$ cat src/rtl/plab4_net_router_input_queue_sep_pkg.sv
// Shared plab4-net definitions: the domain encoding, plus the width and position
// of the destination field that the router input control logic also relies on.
package plab4_net_router_input_queue_sep_pkg;

  typedef enum logic {
    DOMAIN_D1 = 1'b0,
    DOMAIN_D2 = 1'b1
  } domain_e;

  // The destination router id is the most significant field of a message.
  function automatic int unsigned dest_nbits(input int unsigned num_routers);
    return $clog2(num_routers);
  endfunction

  function automatic int unsigned dest_lsb(input int unsigned msg_nbits,
                                           input int unsigned dst_nbits);
    return msg_nbits - dst_nbits;
  endfunction

endpackage

$ cat src/rtl/plab4_net_router_domain_queue.sv
// Single-domain FIFO. Full and empty are decoded from an occupancy count, and a
// full queue refuses an enqueue even when it is dequeuing in the same cycle.
module plab4_net_router_domain_queue #(
  parameter int unsigned p_msg_nbits   = 44,
  parameter int unsigned p_num_entries = 4,
  localparam int unsigned c_ptr_nbits  = $clog2(p_num_entries),
  localparam int unsigned c_cnt_nbits  = $clog2(p_num_entries) + 1
) (
  input  logic                   clk,
  input  logic                   reset,
  input  logic                   enq_val,
  output logic                   enq_rdy,
  input  logic [p_msg_nbits-1:0] enq_msg,
  output logic                   deq_val,
  input  logic                   deq_rdy,
  output logic [p_msg_nbits-1:0] deq_msg,
  output logic [c_cnt_nbits-1:0] num_free
);

  logic [p_msg_nbits-1:0] mem_q [p_num_entries];
  logic [c_ptr_nbits-1:0] wr_ptr_q, wr_ptr_d;
  logic [c_ptr_nbits-1:0] rd_ptr_q, rd_ptr_d;
  logic [c_cnt_nbits-1:0] count_q, count_d;
  logic                   enq_fire;
  logic                   deq_fire;

  // Status is decoded from registered state only.
  assign enq_rdy  = (count_q != c_cnt_nbits'(p_num_entries));
  assign deq_val  = (count_q != '0);
  assign deq_msg  = mem_q[rd_ptr_q];
  assign num_free = c_cnt_nbits'(p_num_entries) - count_q;

  assign enq_fire = enq_val & enq_rdy;
  assign deq_fire = deq_val & deq_rdy;

  // Pointers wrap naturally because the depth is a power of two.
  always_comb begin
    wr_ptr_d = wr_ptr_q;
    rd_ptr_d = rd_ptr_q;
    count_d  = count_q;
    if (enq_fire) wr_ptr_d = wr_ptr_q + c_ptr_nbits'(1);
    if (deq_fire) rd_ptr_d = rd_ptr_q + c_ptr_nbits'(1);
    if (enq_fire && !deq_fire) count_d = count_q + c_cnt_nbits'(1);
    if (!enq_fire && deq_fire) count_d = count_q - c_cnt_nbits'(1);
  end

  always_ff @(posedge clk or posedge reset) begin
    if (reset) begin
      wr_ptr_q <= '0;
      rd_ptr_q <= '0;
      count_q  <= '0;
    end else begin
      wr_ptr_q <= wr_ptr_d;
      rd_ptr_q <= rd_ptr_d;
      count_q  <= count_d;
    end
  end

  // Storage is not reset; the cleared count makes stale entries unreachable.
  always_ff @(posedge clk) begin
    if (enq_fire) mem_q[wr_ptr_q] <= enq_msg;
  end

endmodule

$ cat src/rtl/plab4_net_router_input_queue_sep.sv
// Router input queue with separate FIFOs for the two domains, sharing one input
// port; each domain's head and destination feed the separable arbiter directly.
module plab4_net_router_input_queue_sep
  import plab4_net_router_input_queue_sep_pkg::*;
#(
  parameter int unsigned p_num_routers = 8,
  parameter int unsigned p_msg_nbits   = 44,
  parameter int unsigned p_num_entries = 4,
  localparam int unsigned c_dest_nbits = dest_nbits(p_num_routers),
  localparam int unsigned c_free_nbits = $clog2(p_num_entries) + 1
) (
  input  logic                    clk,
  input  logic                    reset,
  input  logic                    in_val,
  output logic                    in_rdy,
  input  logic [p_msg_nbits-1:0]  in_msg,
  input  logic                    in_domain,
  output logic                    out_val_d1,
  input  logic                    out_rdy_d1,
  output logic [p_msg_nbits-1:0]  out_msg_d1,
  output logic [c_dest_nbits-1:0] dest_d1,
  output logic                    out_val_d2,
  input  logic                    out_rdy_d2,
  output logic [p_msg_nbits-1:0]  out_msg_d2,
  output logic [c_dest_nbits-1:0] dest_d2,
  output logic [c_free_nbits-1:0] num_free_d1,
  output logic [c_free_nbits-1:0] num_free_d2
);

  localparam int unsigned c_dest_lsb = dest_lsb(p_msg_nbits, c_dest_nbits);

  domain_e dom;
  logic    enq_val_d1, enq_val_d2;
  logic    enq_rdy_d1, enq_rdy_d2;

  // Steer the single input to the queue named by in_domain.
  assign dom        = domain_e'(in_domain);
  assign enq_val_d1 = in_val & (dom == DOMAIN_D1);
  assign enq_val_d2 = in_val & (dom == DOMAIN_D2);
  assign in_rdy     = (dom == DOMAIN_D2) ? enq_rdy_d2 : enq_rdy_d1;

  plab4_net_router_domain_queue #(
    .p_msg_nbits   (p_msg_nbits),
    .p_num_entries (p_num_entries)
  ) u_queue_d1 (
    .clk      (clk),
    .reset    (reset),
    .enq_val  (enq_val_d1),
    .enq_rdy  (enq_rdy_d1),
    .enq_msg  (in_msg),
    .deq_val  (out_val_d1),
    .deq_rdy  (out_rdy_d1),
    .deq_msg  (out_msg_d1),
    .num_free (num_free_d1)
  );

  plab4_net_router_domain_queue #(
    .p_msg_nbits   (p_msg_nbits),
    .p_num_entries (p_num_entries)
  ) u_queue_d2 (
    .clk      (clk),
    .reset    (reset),
    .enq_val  (enq_val_d2),
    .enq_rdy  (enq_rdy_d2),
    .enq_msg  (in_msg),
    .deq_val  (out_val_d2),
    .deq_rdy  (out_rdy_d2),
    .deq_msg  (out_msg_d2),
    .num_free (num_free_d2)
  );

  assign dest_d1 = out_msg_d1[c_dest_lsb +: c_dest_nbits];
  assign dest_d2 = out_msg_d2[c_dest_lsb +: c_dest_nbits];

endmodule

$ cat config.mk
export PLATFORM = sky130hd
export DESIGN_NAME = plab4_net_router_input_queue_sep
export DESIGN_NICKNAME = d
export VERILOG_FILES = /design/src/rtl/plab4_net_router_input_queue_sep_pkg.sv /design/src/rtl/plab4_net_router_domain_queue.sv /design/src/rtl/plab4_net_router_input_queue_sep.sv
export SDC_FILE = /design/constraint.sdc
export NUM_CORES = 1
export LEC_CHECK = 0
export CORE_ASPECT_RATIO = 1.5
export CORE_MARGIN = 2
export CORE_UTILIZATION = 35
export CTS_BUF_LIST = sky130_fd_sc_hd__clkbuf_8
export DETAILED_ROUTE_END_ITERATION = 12
export SYNTH_ARGS = -nofsm -noshare
export SYNTH_HDL_FRONTEND = slang
export SYNTH_SLANG_ARGS = --single-unit
$ cat constraint.sdc
create_clock -name clk -period 3.45 [get_ports clk]
set_input_delay 0.345 -clock clk [delete_from_list [all_inputs] [get_ports clk]]
set_output_delay 0.345 -clock clk [all_outputs]
set_load 0.03 [all_outputs]
==> impl_table.tex, run 1 <==
\begin{tabular}{lr}
\hline
Metric & Value \\
\hline
\multicolumn{2}{l}{\textbf{Timing}} \\
\quad Max Fclk & 312 MHz \\
\quad Number of endpoints with negative hold slack in the final report & 0 \\
\quad Final critical-path required period & 3.20 ns \\
\quad Worst-Margin Slew & 0.643 ns \\
\quad Setup violations, final & 0 \\
\quad Crit share post-route & 92.8\% \\
\quad Maximum clock skew at final layout & 0.0244 ns \\
\quad Setup repair after global routing missed its margin & no \\
\quad Setup TNS after final layout & 0 ns \\
\quad Worst max-slew margin expressed relative to the limit & 57.2\% \\
\quad Max-slew violations & 0 \\
\multicolumn{2}{l}{\textbf{Placement}} \\
\quad Final Wtd Congestion & 0.702 \\
\quad Detailed placement HPWL & 17.1 mm \\
\quad Port Buffer Count & 152 \\
\multicolumn{2}{l}{\textbf{Logic synthesis}} \\
\quad Proportion of synthesized chip area in sequential cells & 79.1\% \\
\quad Main area contributors after synthesis & edfxtp\_1, mux4\_2, dfrtp\_1 \\
\quad Top cell types by occurrence after synthesis & edfxtp\_1, mux4\_2, inv\_1, ha\_1, dfrtp\_1 \\
\quad Register bit count reported by yosys & 366 \\
\quad Avg Inst Size Synth & 24.9 um2 \\
\quad Number of enable flip-flop cells after synthesis & 352 \\
\quad Count of different cell masters after synthesis & 21 \\
\quad Area of the mapped netlist & 13800 um2 \\
\quad Most repeated cell in the gate-level netlist after synthesis & edfxtp\_1 \\
\quad Share of the synthesized area in the top cell type & 76.6\% \\
\quad Dominant synthesized flop cell & edfxtp\_1 \\
\quad Net Count, Synth & 622 \\
\quad Share of synthesized flip-flops with an asynchronous set or reset & 3.83\% \\
\quad Total of warnings raised by yosys & 0 \\
\quad Top cell type by total area after synthesis & edfxtp\_1 \\
\quad Number of standard cells after synthesis & 554 \\
\multicolumn{2}{l}{\textbf{Routing}} \\
\quad Average wire length per cell after detail routing & 21.3 um \\
\quad Vias & 6120 \\
\quad Number of optimization iterations in the first detailed-route pass & 4 \\
\quad Number of design rule violations left after detail routing & 0 \\
\quad Routed wire length & 27.6 mm \\
\quad Starting DRT DRC Count & 390 \\
\quad Vias per std cell & 4.73 \\
\quad Remaining antenna violation count & 0 \\
\multicolumn{2}{l}{\textbf{Setup path}} \\
\quad Worst path bufs/invs & 2 \\
\quad CP max-delay cell & dfrtp\_4 \\
\quad Dominant delay contributor by cell family on the critical path & buffers and inverters \\
\quad CP peak stage delay & 0.67 ns \\
\quad Critical Path Start Type & register \\
\quad Crit path kind & register to output port \\
\quad Origin of the critical flop-to-flop path & u\_queue\_d2.count\_q[0] \\
\quad CP cell instances & buf\_4 -> mux4\_1 -> clkdlybuf4s50\_1 \\
\quad Worst Setup End Kind & output port \\
\quad Worst EP arrival & 2.86 ns \\
\quad Crit path max fanout & 19 \\
\quad CP startpoint & u\_queue\_d1.rd\_ptr\_q[0] \\
\quad Required time at the worst-slack endpoint & 3.11 ns \\
\multicolumn{2}{l}{\textbf{Die}} \\
\quad Die footprint & 41100 um2 \\
\quad Initial core utilization & 35.3\% \\
\quad Number of top-level design ports & 153 \\
\quad Number of placement rows & 89 \\
\quad Die Height & 247 um \\
\quad Core area & 39100 um2 \\
\quad Die outline width & 166 um \\
\multicolumn{2}{l}{\textbf{Pwr}} \\
\quad Switching share of power & 33.7\% \\
\quad Flop pwr share & 38.8\% \\
\quad Switching power of the nets & 5000 uW \\
\quad Clk network pwr share & 23.2\% \\
\quad Maximum resistive drop on vdd & 508 uV \\
\quad Internal portion of total power & 9840 uW \\
\quad Power density cells & 870 nW/um2 \\
\quad Comb pwr share & 38.0\% \\
\quad Leakage power figure & 0.00565 uW \\
\multicolumn{2}{l}{\textbf{Hold path}} \\
\quad Type of the worst min-delay path & primary input to asynchronous set/reset pin \\
\multicolumn{2}{l}{\textbf{Cells and area}} \\
\quad Ratio of cells with drive above 1 in the final layout & 22.8\% \\
\quad Number of nets at the end of the flow & 820 \\
\quad Post-layout util & 43.7\% \\
\quad Multi-input logic area & 2530 um2 \\
\quad Register area & 10900 um2 \\
\quad Count of fill cells added during filler insertion & 3322 \\
\quad Layout area overhead & 23.6\% \\
\multicolumn{2}{l}{\textbf{GRT}} \\
\quad Global route overflow & 0 \\
\quad First-pass GRT wire length & 40.8 mm \\
\quad Total global routing track utilization & 13.4\% \\
\quad Number of antenna violations at the first check in global routing & 1 \\
\quad Via count of the first global-routing pass & 6543 \\
\quad Pin count of the biggest net entering global routing & 45 \\
\multicolumn{2}{l}{\textbf{Clock network}} \\
\quad Setup repair bufs after CTS & 0 \\
\quad Root cell of the clock tree & clkbuf\_8 \\
\quad Maximum clock path buffer count & 3 \\
\quad TritonCTS clock tree & built \\
\quad H-tree levels & 2 \\
\quad Post-CTS resize count & 0 \\
\quad Clock insertion delay at the later pin of the skew report & 0.60 ns \\
\quad CTS Hold Buffers Added & 0 \\
\quad Clock-pin slew reported for the worst setup and hold paths after clock tree synthesis & 0.06 ns \\
\quad Number of buffers created by CTS & 53 \\
\quad Clock sink count & 366 \\
\multicolumn{2}{l}{\textbf{Run status}} \\
\quad Status & completed \\
\multicolumn{2}{l}{\textbf{Run}} \\
\quad Max-capacitance violation count & 0 \\
\hline
\end{tabular}
[state kept, by name (all words and copies together) (netlist names)]
name / flops
u_queue_d1.count_q: 3
u_queue_d1.mem_q: 176
u_queue_d1.rd_ptr_q: 2
u_queue_d1.wr_ptr_q: 2
u_queue_d2.count_q: 3
u_queue_d2.mem_q: 176
u_queue_d2.rd_ptr_q: 2
u_queue_d2.wr_ptr_q: 2
[through the flow]
| stage | std cells | instance area (um2) | hold slack, ns | worst slack, ns | power [uW] |
|---|---|---|---|---|---|
| 2_1_floorplan | 554 | 13800 | 0.234 | 0.735 | 9530 |
| 3_3_place_gp | 1197 | 16000 | 0.484 | 0.797 | 11600 |
| 3_5_place_dp | 1197 | 16000 | 0.498 | 0.789 | 11700 |
| 4_1_cts | 1294 | 17100 | 0.128 | 0.135 | 15100 |
| 5_1_grt | 1295 | 17100 | 0.179 | 0.0575 | 15500 |
| 6_report | 1295 | 17100 | 0.133 | 0.249 | 14800 |
[worst register-to-register path, stage by stage (launching register included)]
cell,delay (ns)
dfrtp_1,0.38
inv_1,0.09
ha_1,0.22
ha_1,0.20
nor2_1,0.39
and2_2,0.53
buf_4,0.36
[worst paths after layout]
check | to | slack [ns] | depth (start not counted)
max | out_msg_d1[41] | 0.25 | 3
min | u_queue_d1.count_q[0] | 0.13 | 2
max reg2reg | u_queue_d2.mem_q[2][40] | 0.96 | 6
min reg2reg | u_queue_d2.count_q[0] | 0.50 | 1
max in group asynchronous | u_queue_d2.rd_ptr_q[0] | 2.83 | 2
min in group clk | u_queue_d2.rd_ptr_q[0] | 0.49 | 3
[power groups by stage]
stage	combinational (uW)	clock, uW	sequential, uW
floorplan	3910	0	5620
global placement	5770	0	5860
detailed placement	5770	0	5880
CTS	5790	3550	5790
global route	5950	3720	5830
finish	5640	3440	5770
[kinds of logic after synthesis]
logic type | synth area share [%]
AOI/OAI and AO/OA | 0.0362
xor gates and xnor gates | 0.761
adders and majority gates | 1.74
buffers and inverters | 2.64
DFF | 79.1
muxes | 15.0
and+or+nand+nor | 0.734
[metal layers]
layer  up-vias  wire length (um)  global-route usage, %
li1       2706                 -                      -
met1      3216             10800                   15.5
met2       164             14900                   24.4
met3        34              1420                   3.22
met4         0               490                   4.53
met5         -                 0                      0
[area by class of cell]
class | count | area share [%]
Antenna cell | 1 | 0.0147
Clock buffer | 62 | 5.00
Clock inverter | 35 | 1.33
Inverter | 19 | 0.418
Multi-Input combinational cell | 141 | 14.8
Sequential cell | 366 | 64.0
Tap cell | 500 | 3.67
Timing Repair Buffer | 171 | 10.7
[cell usage in the layout (no fill, tap or decap), drive strengths merged, types with 2 or more instances in the layout]
cell type      count
and2               8
buf               19
bufinv             3
clkbuf            62
clkdlybuf4s50    152
clkinv            11
clkinvlp           2
dfrtp             14
edfxtp           352
fa                 2
ha                16
inv               38
mux2i              3
mux4              88
nand2              4
nor2               3
nor2b              2
xnor2              8
xor2               4
No activity file was read; power rests on OpenSTA's default activity.
==> inputs of run 2 (changes only) <==
CORE_ASPECT_RATIO = not set   (was 1.5)
==> run 2 against run 1 <==
  * Wire length fell by 0.78%
  * Register-to-register slack barely moved
  * Power fell by 1.2%
  * Worst hold slack got worse by 0.044 ns
  * Final area fell by 0.15%
  * Die area barely moved
  * Cell count rose by 1.8%
  * Via count rose by 0.62%
  * Critical endpoint is now out_msg_d2[29]
  * Largest cell class unchanged
==> impl_table.tex, run 2 (synthesized netlist as in run 1, its figures left out) <==
\begin{tabular}{lr}
\hline
Metric & Value \\
\hline
\multicolumn{2}{l}{\textbf{Run status}} \\
\quad Status & completed \\
\multicolumn{2}{l}{\textbf{Setup path}} \\
\quad Number of cells traversed by the worst register-to-register path & 6 \\
\quad Worst Setup End Kind & output port \\
\quad Crit path kind & register to output port \\
\quad Critical Path Start Type & register \\
\quad CP cell instances & buf\_4 -> mux4\_2 -> clkdlybuf4s50\_1 \\
\quad Required time at the worst-slack endpoint & 3.11 ns \\
\quad CP max-delay cell & dfrtp\_4 \\
\quad CP peak stage delay & 0.71 ns \\
\quad Crit path max fanout & 20 \\
\quad Worst EP arrival & 2.81 ns \\
\multicolumn{2}{l}{\textbf{Clock network}} \\
\quad TritonCTS clock tree & built \\
\quad Clock sink count & 366 \\
\quad Number of buffers created by CTS & 59 \\
\quad Post-CTS resize count & 0 \\
\quad H-tree levels & 2 \\
\quad Maximum clock path buffer count & 3 \\
\quad Root cell of the clock tree & clkbuf\_8 \\
\quad CTS Hold Buffers Added & 0 \\
\quad Clock insertion delay at the later pin of the skew report & 0.62 ns \\
\quad Clock-pin slew reported for the worst setup and hold paths after clock tree synthesis & 0.06 ns \\
\quad Setup repair bufs after CTS & 0 \\
\multicolumn{2}{l}{\textbf{Timing}} \\
\quad Crit share post-route & 91.4\% \\
\quad Worst setup margin & 0.296 ns \\
\quad Max Fclk & 317 MHz \\
\quad Max-slew violations & 0 \\
\quad Final critical-path required period & 3.15 ns \\
\quad Setup TNS after final layout & 0 ns \\
\quad Worst max-slew margin expressed relative to the limit & 59.0\% \\
\quad Setup repair after global routing missed its margin & no \\
\quad Setup violations, final & 0 \\
\quad Maximum clock skew at final layout & 0.0165 ns \\
\quad Worst-Margin Slew & 0.616 ns \\
\quad Number of endpoints with negative hold slack in the final report & 0 \\
\quad Fin Hold WS & 0.0894 ns \\
\multicolumn{2}{l}{\textbf{Placement}} \\
\quad Final Wtd Congestion & 0.674 \\
\quad Detailed placement HPWL & 15.7 mm \\
\quad Port Buffer Count & 152 \\
\quad Setup slack at placement & 0.858 ns \\
\multicolumn{2}{l}{\textbf{Hold path}} \\
\quad Type of the worst min-delay path & primary input to asynchronous set/reset pin \\
\multicolumn{2}{l}{\textbf{Cells and area}} \\
\quad Number of nets at the end of the flow & 825 \\
\quad Post-layout util & 43.9\% \\
\quad Largest registers & u\_queue\_d1.mem\_q (176), u\_queue\_d2.mem\_q (176) \\
\quad Number of antenna cells inserted & 0 \\
\quad Leading cell type in the layout, fill and taps excluded & edfxtp\_1 \\
\quad Layout area overhead & 23.5\% \\
\quad Most frequent cells in the layout & edfxtp\_1, clkdlybuf4s50\_1, mux4\_2 \\
\quad Ratio of cells with drive above 1 in the final layout & 22.4\% \\
\quad Count of fill cells added during filler insertion & 3357 \\
\multicolumn{2}{l}{\textbf{Routing}} \\
\quad Starting DRT DRC Count & 324 \\
\quad Remaining antenna violation count & 0 \\
\quad Number of design rule violations left after detail routing & 0 \\
\quad Vias & 6158 \\
\quad Routed wire length & 27.3 mm \\
\quad Number of optimization iterations in the first detailed-route pass & 4 \\
\quad Average wire length per cell after detail routing & 20.7 um \\
\quad Vias per std cell & 4.67 \\
\multicolumn{2}{l}{\textbf{GRT}} \\
\quad Total global routing track utilization & 13.8\% \\
\quad Pin count of the biggest net entering global routing & 47 \\
\quad Global route overflow & 0 \\
\quad First-pass GRT wire length & 41.6 mm \\
\quad Via count of the first global-routing pass & 6665 \\
\quad Number of antenna violations at the first check in global routing & 1 \\
\multicolumn{2}{l}{\textbf{Pwr}} \\
\quad Leakage power figure & 0.00564 uW \\
\quad Power density cells & 861 nW/um2 \\
\quad Maximum resistive drop on vdd & 620 uV \\
\multicolumn{2}{l}{\textbf{Run}} \\
\quad Max-capacitance violation count & 0 \\
\multicolumn{2}{l}{\textbf{Die}} \\
\quad Die outline width & 203 um \\
\quad Core area & 38800 um2 \\
\quad Die footprint & 41000 um2 \\
\quad Initial core utilization & 35.6\% \\
\quad Number of top-level design ports & 153 \\
\quad Number of placement rows & 72 \\
\quad Die Height & 203 um \\
\hline
\end{tabular}
==> run 2: changes by cell type in the layout (fill, tap and decap cells not counted), sizes merged <==
cell    delta
buf        -1
clkbuf     -1
clkinv     +8
bufinv     -2
diode      -1
inv        +2
==> run 2: final timing paths <==
kind,startpoint,slack (ns),end
max,u_queue_d2.rd_ptr_q[0],0.30,out_msg_d2[29]
max in group asynchronous,reset,2.91,u_queue_d1.rd_ptr_q[0]
min reg2reg,u_queue_d2.count_q[0],0.50,u_queue_d2.count_q[0]
max reg2reg,u_queue_d1.count_q[0],0.96,u_queue_d1.mem_q[3][37]
min,reset,0.09,u_queue_d2.count_q[2]
min in group clk,in_msg[14],0.47,u_queue_d1.mem_q[3][14]
==> run 2: through the flow <==
step	cells	instance area [um2]	total power, uW
global placement	1214	16000	11600
CTS	1318	17000	15000
floorplan	554	13800	9530
global route	1318	17000	15400
finish	1318	17000	14700
detailed placement	1214	16000	11600
==> run 2: metal layers <==
metal,vias to the layer above,track usage [%],wire length (um)
met5,-,0,11
met4,2,5.06,607
met3,54,3.64,1610
met2,176,21.6,13000
met1,3210,18.5,12100
li1,2716,-,-
==> run 2: where the power goes <==
part / internal, uW / total, uW / switching, uW / leakage, uW
clock: 1700 / 3310 / 1610 / 0.000611
sequential: 5440 / 5750 / 309 / 0.00335
combinational: 2530 / 5610 / 3080 / 0.00168
total: 9670 / 14700 / 5000 / 0.00564
==> run 2: cell type report <==
| cell class | instances | area [um2] | area share, % |
|---|---|---|---|
| tap | 518 | 648 | 3.80 |
| clock inverter | 43 | 204 | 1.20 |
| clock buffer | 61 | 840 | 4.93 |
| inverter | 19 | 71.3 | 0.418 |
| multi-input combinational | 141 | 2530 | 14.8 |
| sequential | 366 | 10900 | 64.1 |
| timing repair buffer | 170 | 1820 | 10.7 |
==> run 2: worst max-delay path: cells and delay by family (launching register included) <==
kind | cells | cell delay, ns
buffers and inverters | 2 | 0.93
flip-flops | 1 | 0.71
multiplexers | 1 | 0.53
==> inputs of run 3 (changes only) <==
CORE_UTILIZATION = 58   (was 35)
PLACE_DENSITY = 0.82   (was not set)
==> run 3 against run 2 <==
  * Combinational power decreased by 3%
  * Clock power shrank 7.9%
  * Clock-buffer cell count down 5
  * Critical endpoint is now out_msg_d2[31]
  * Largest power group unchanged
  * Highest routed layer unchanged
==> impl_table.tex, run 3 (synthesized netlist as in run 1, its figures left out) <==
\begin{tabular}{lr}
\hline
Metric & Value \\
\hline
\multicolumn{2}{l}{\textbf{Run status}} \\
\quad Status & completed \\
\multicolumn{2}{l}{\textbf{Clock network}} \\
\quad Clock-pin slew reported for the worst setup and hold paths after clock tree synthesis & 0.06 ns \\
\quad Root cell of the clock tree & clkbuf\_8 \\
\quad Clock sink count & 366 \\
\quad Number of buffers created by CTS & 55 \\
\quad H-tree levels & 2 \\
\quad TritonCTS clock tree & built \\
\quad CTS Hold Buffers Added & 0 \\
\quad Clock insertion delay at the later pin of the skew report & 0.58 ns \\
\quad Setup repair bufs after CTS & 0 \\
\quad Post-CTS resize count & 0 \\
\quad Maximum clock path buffer count & 3 \\
\multicolumn{2}{l}{\textbf{Die}} \\
\quad Die outline width & 158 um \\
\quad Initial core utilization & 59.0\% \\
\quad Core area & 23400 um2 \\
\quad Number of top-level design ports & 153 \\
\quad Die Height & 158 um \\
\quad Die footprint & 25100 um2 \\
\quad Number of placement rows & 56 \\
\multicolumn{2}{l}{\textbf{Setup path}} \\
\quad Crit path kind & register to output port \\
\quad Worst Setup End Kind & output port \\
\quad Crit path max fanout & 30 \\
\quad Required time at the worst-slack endpoint & 3.11 ns \\
\quad Number of cells traversed by the worst register-to-register path & 6 \\
\quad Origin of the critical flop-to-flop path & u\_queue\_d1.count\_q[0] \\
\quad Capture point of the worst reg-to-reg path & u\_queue\_d1.mem\_q[3][35] \\
\quad Critical Path Start Type & register \\
\quad Reg2Reg Setup Slack & 0.71 ns \\
\quad Worst EP arrival & 2.92 ns \\
\multicolumn{2}{l}{\textbf{Timing}} \\
\quad Worst max-slew margin expressed relative to the limit & 39.7\% \\
\quad Setup repair after global routing missed its margin & no \\
\quad Max-slew violations & 0 \\
\quad Setup violations, final & 0 \\
\quad Crit share post-route & 94.7\% \\
\quad Final critical-path required period & 3.27 ns \\
\quad Number of endpoints with negative hold slack in the final report & 0 \\
\quad Maximum clock skew at final layout & 0.0257 ns \\
\quad Setup TNS after final layout & 0 ns \\
\quad Max Fclk & 306 MHz \\
\quad Worst-Margin Slew & 0.905 ns \\
\multicolumn{2}{l}{\textbf{Pwr}} \\
\quad Maximum resistive drop on vdd & 650 uV \\
\quad Power density cells & 868 nW/um2 \\
\quad Leakage power figure & 0.00556 uW \\
\multicolumn{2}{l}{\textbf{Hold path}} \\
\quad Type of the worst min-delay path & primary input to asynchronous set/reset pin \\
\multicolumn{2}{l}{\textbf{GRT}} \\
\quad Number of antenna violations at the first check in global routing & 2 \\
\quad Pin count of the biggest net entering global routing & 34 \\
\quad Global route overflow & 0 \\
\quad Global routing usage on met1 & 30.4\% \\
\quad Via count of the first global-routing pass & 6850 \\
\quad Grt met2 use & 37.1\% \\
\quad First-pass GRT wire length & 40.2 mm \\
\quad Total global routing track utilization & 22.4\% \\
\quad Grt met3 use & 5.96\% \\
\quad Most used routing layer in global routing & met2 \\
\multicolumn{2}{l}{\textbf{Routing}} \\
\quad Average wire length per cell after detail routing & 24.3 um \\
\quad Starting DRT DRC Count & 517 \\
\quad Number of design rule violations left after detail routing & 0 \\
\quad Routed wire length & 27.1 mm \\
\quad Vias per std cell & 5.72 \\
\quad Number of optimization iterations in the first detailed-route pass & 4 \\
\quad Remaining antenna violation count & 0 \\
\quad Vias & 6377 \\
\multicolumn{2}{l}{\textbf{Cells and area}} \\
\quad Most frequent cells in the layout & edfxtp\_1, clkdlybuf4s50\_1, mux4\_2 \\
\quad Post-layout util & 71.0\% \\
\quad Layout area overhead & 20.3\% \\
\quad Number of nets at the end of the flow & 821 \\
\quad Leading cell type in the layout, fill and taps excluded & edfxtp\_1 \\
\quad Ratio of cells with drive above 1 in the final layout & 21.9\% \\
\quad Count of fill cells added during filler insertion & 1383 \\
\quad Largest registers & u\_queue\_d1.mem\_q (176), u\_queue\_d2.mem\_q (176) \\
\multicolumn{2}{l}{\textbf{Placement}} \\
\quad Port Buffer Count & 152 \\
\quad Detailed placement HPWL & 16.4 mm \\
\quad Final Wtd Congestion & 0.734 \\
\multicolumn{2}{l}{\textbf{Run}} \\
\quad Max-capacitance violation count & 0 \\
\hline
\end{tabular}
-- run 3: worst max-delay path, stage by stage (launching register included) --
cell	delay, ns
dfrtp_4	0.84
buf_4	0.36
mux4_2	0.54
clkdlybuf4s50_1	0.61
-- run 3: worst max-delay path by stage --
stage / from / endpoint / cells past startpoint
6_report: u_queue_d2.rd_ptr_q[0] / out_msg_d2[31] / 3
5_1_grt: u_queue_d2.rd_ptr_q[0] / out_msg_d2[31] / 3
2_1_floorplan: u_queue_d1.count_q[0] / u_queue_d1.mem_q[0][0] / 5
3_3_place_gp: u_queue_d2.rd_ptr_q[0] / out_msg_d2[30] / 3
3_5_place_dp: u_queue_d2.rd_ptr_q[0] / out_msg_d2[31] / 3
4_1_cts: u_queue_d2.rd_ptr_q[0] / out_msg_d2[31] / 3
-- run 3: area by class of cell --
class | count | area [um2] | share of cell area [%]
multi-input cells | 141 | 2530 | 15.2
inverters | 19 | 71.3 | 0.429
well taps | 319 | 399 | 2.40
diodes | 1 | 2.50 | 0.0151
repair buffers | 170 | 1730 | 10.4
clock inverters | 42 | 176 | 1.06
flip-flops and latches | 366 | 10900 | 65.8
clock buffers | 56 | 771 | 4.64
-- run 3: power by group --
| group | total [uW] | internal [uW] | switching, uW |
|---|---|---|---|
| Combinational | 5420 | 2490 | 2930 |
| Sequential | 5950 | 5440 | 508 |
| Clock | 3050 | 1510 | 1540 |
-- run 3: per-stage QoR --
stage	hold WS [ns]	worst slack (ns)	std cells	cell area (um2)	power, uW
after detailed placement	0.492	0.713	1015	15700	11500
after global routing	0.166	0.0428	1113	16600	15000
after CTS	0.136	0.0993	1113	16600	14600
after global placement	0.487	0.758	1015	15700	11400
final	0.149	0.184	1114	16600	14400
after floorplan	0.234	0.735	554	13800	9530
-- run 3: per-layer routing --
| metal | routed length (um) | vias up |
|---|---|---|
| li1 | - | 2717 |
| met1 | 10600 | 3321 |
| met4 | 384 | 2 |
| met2 | 13700 | 303 |
| met3 | 2420 | 34 |
| met5 | 13 | - |
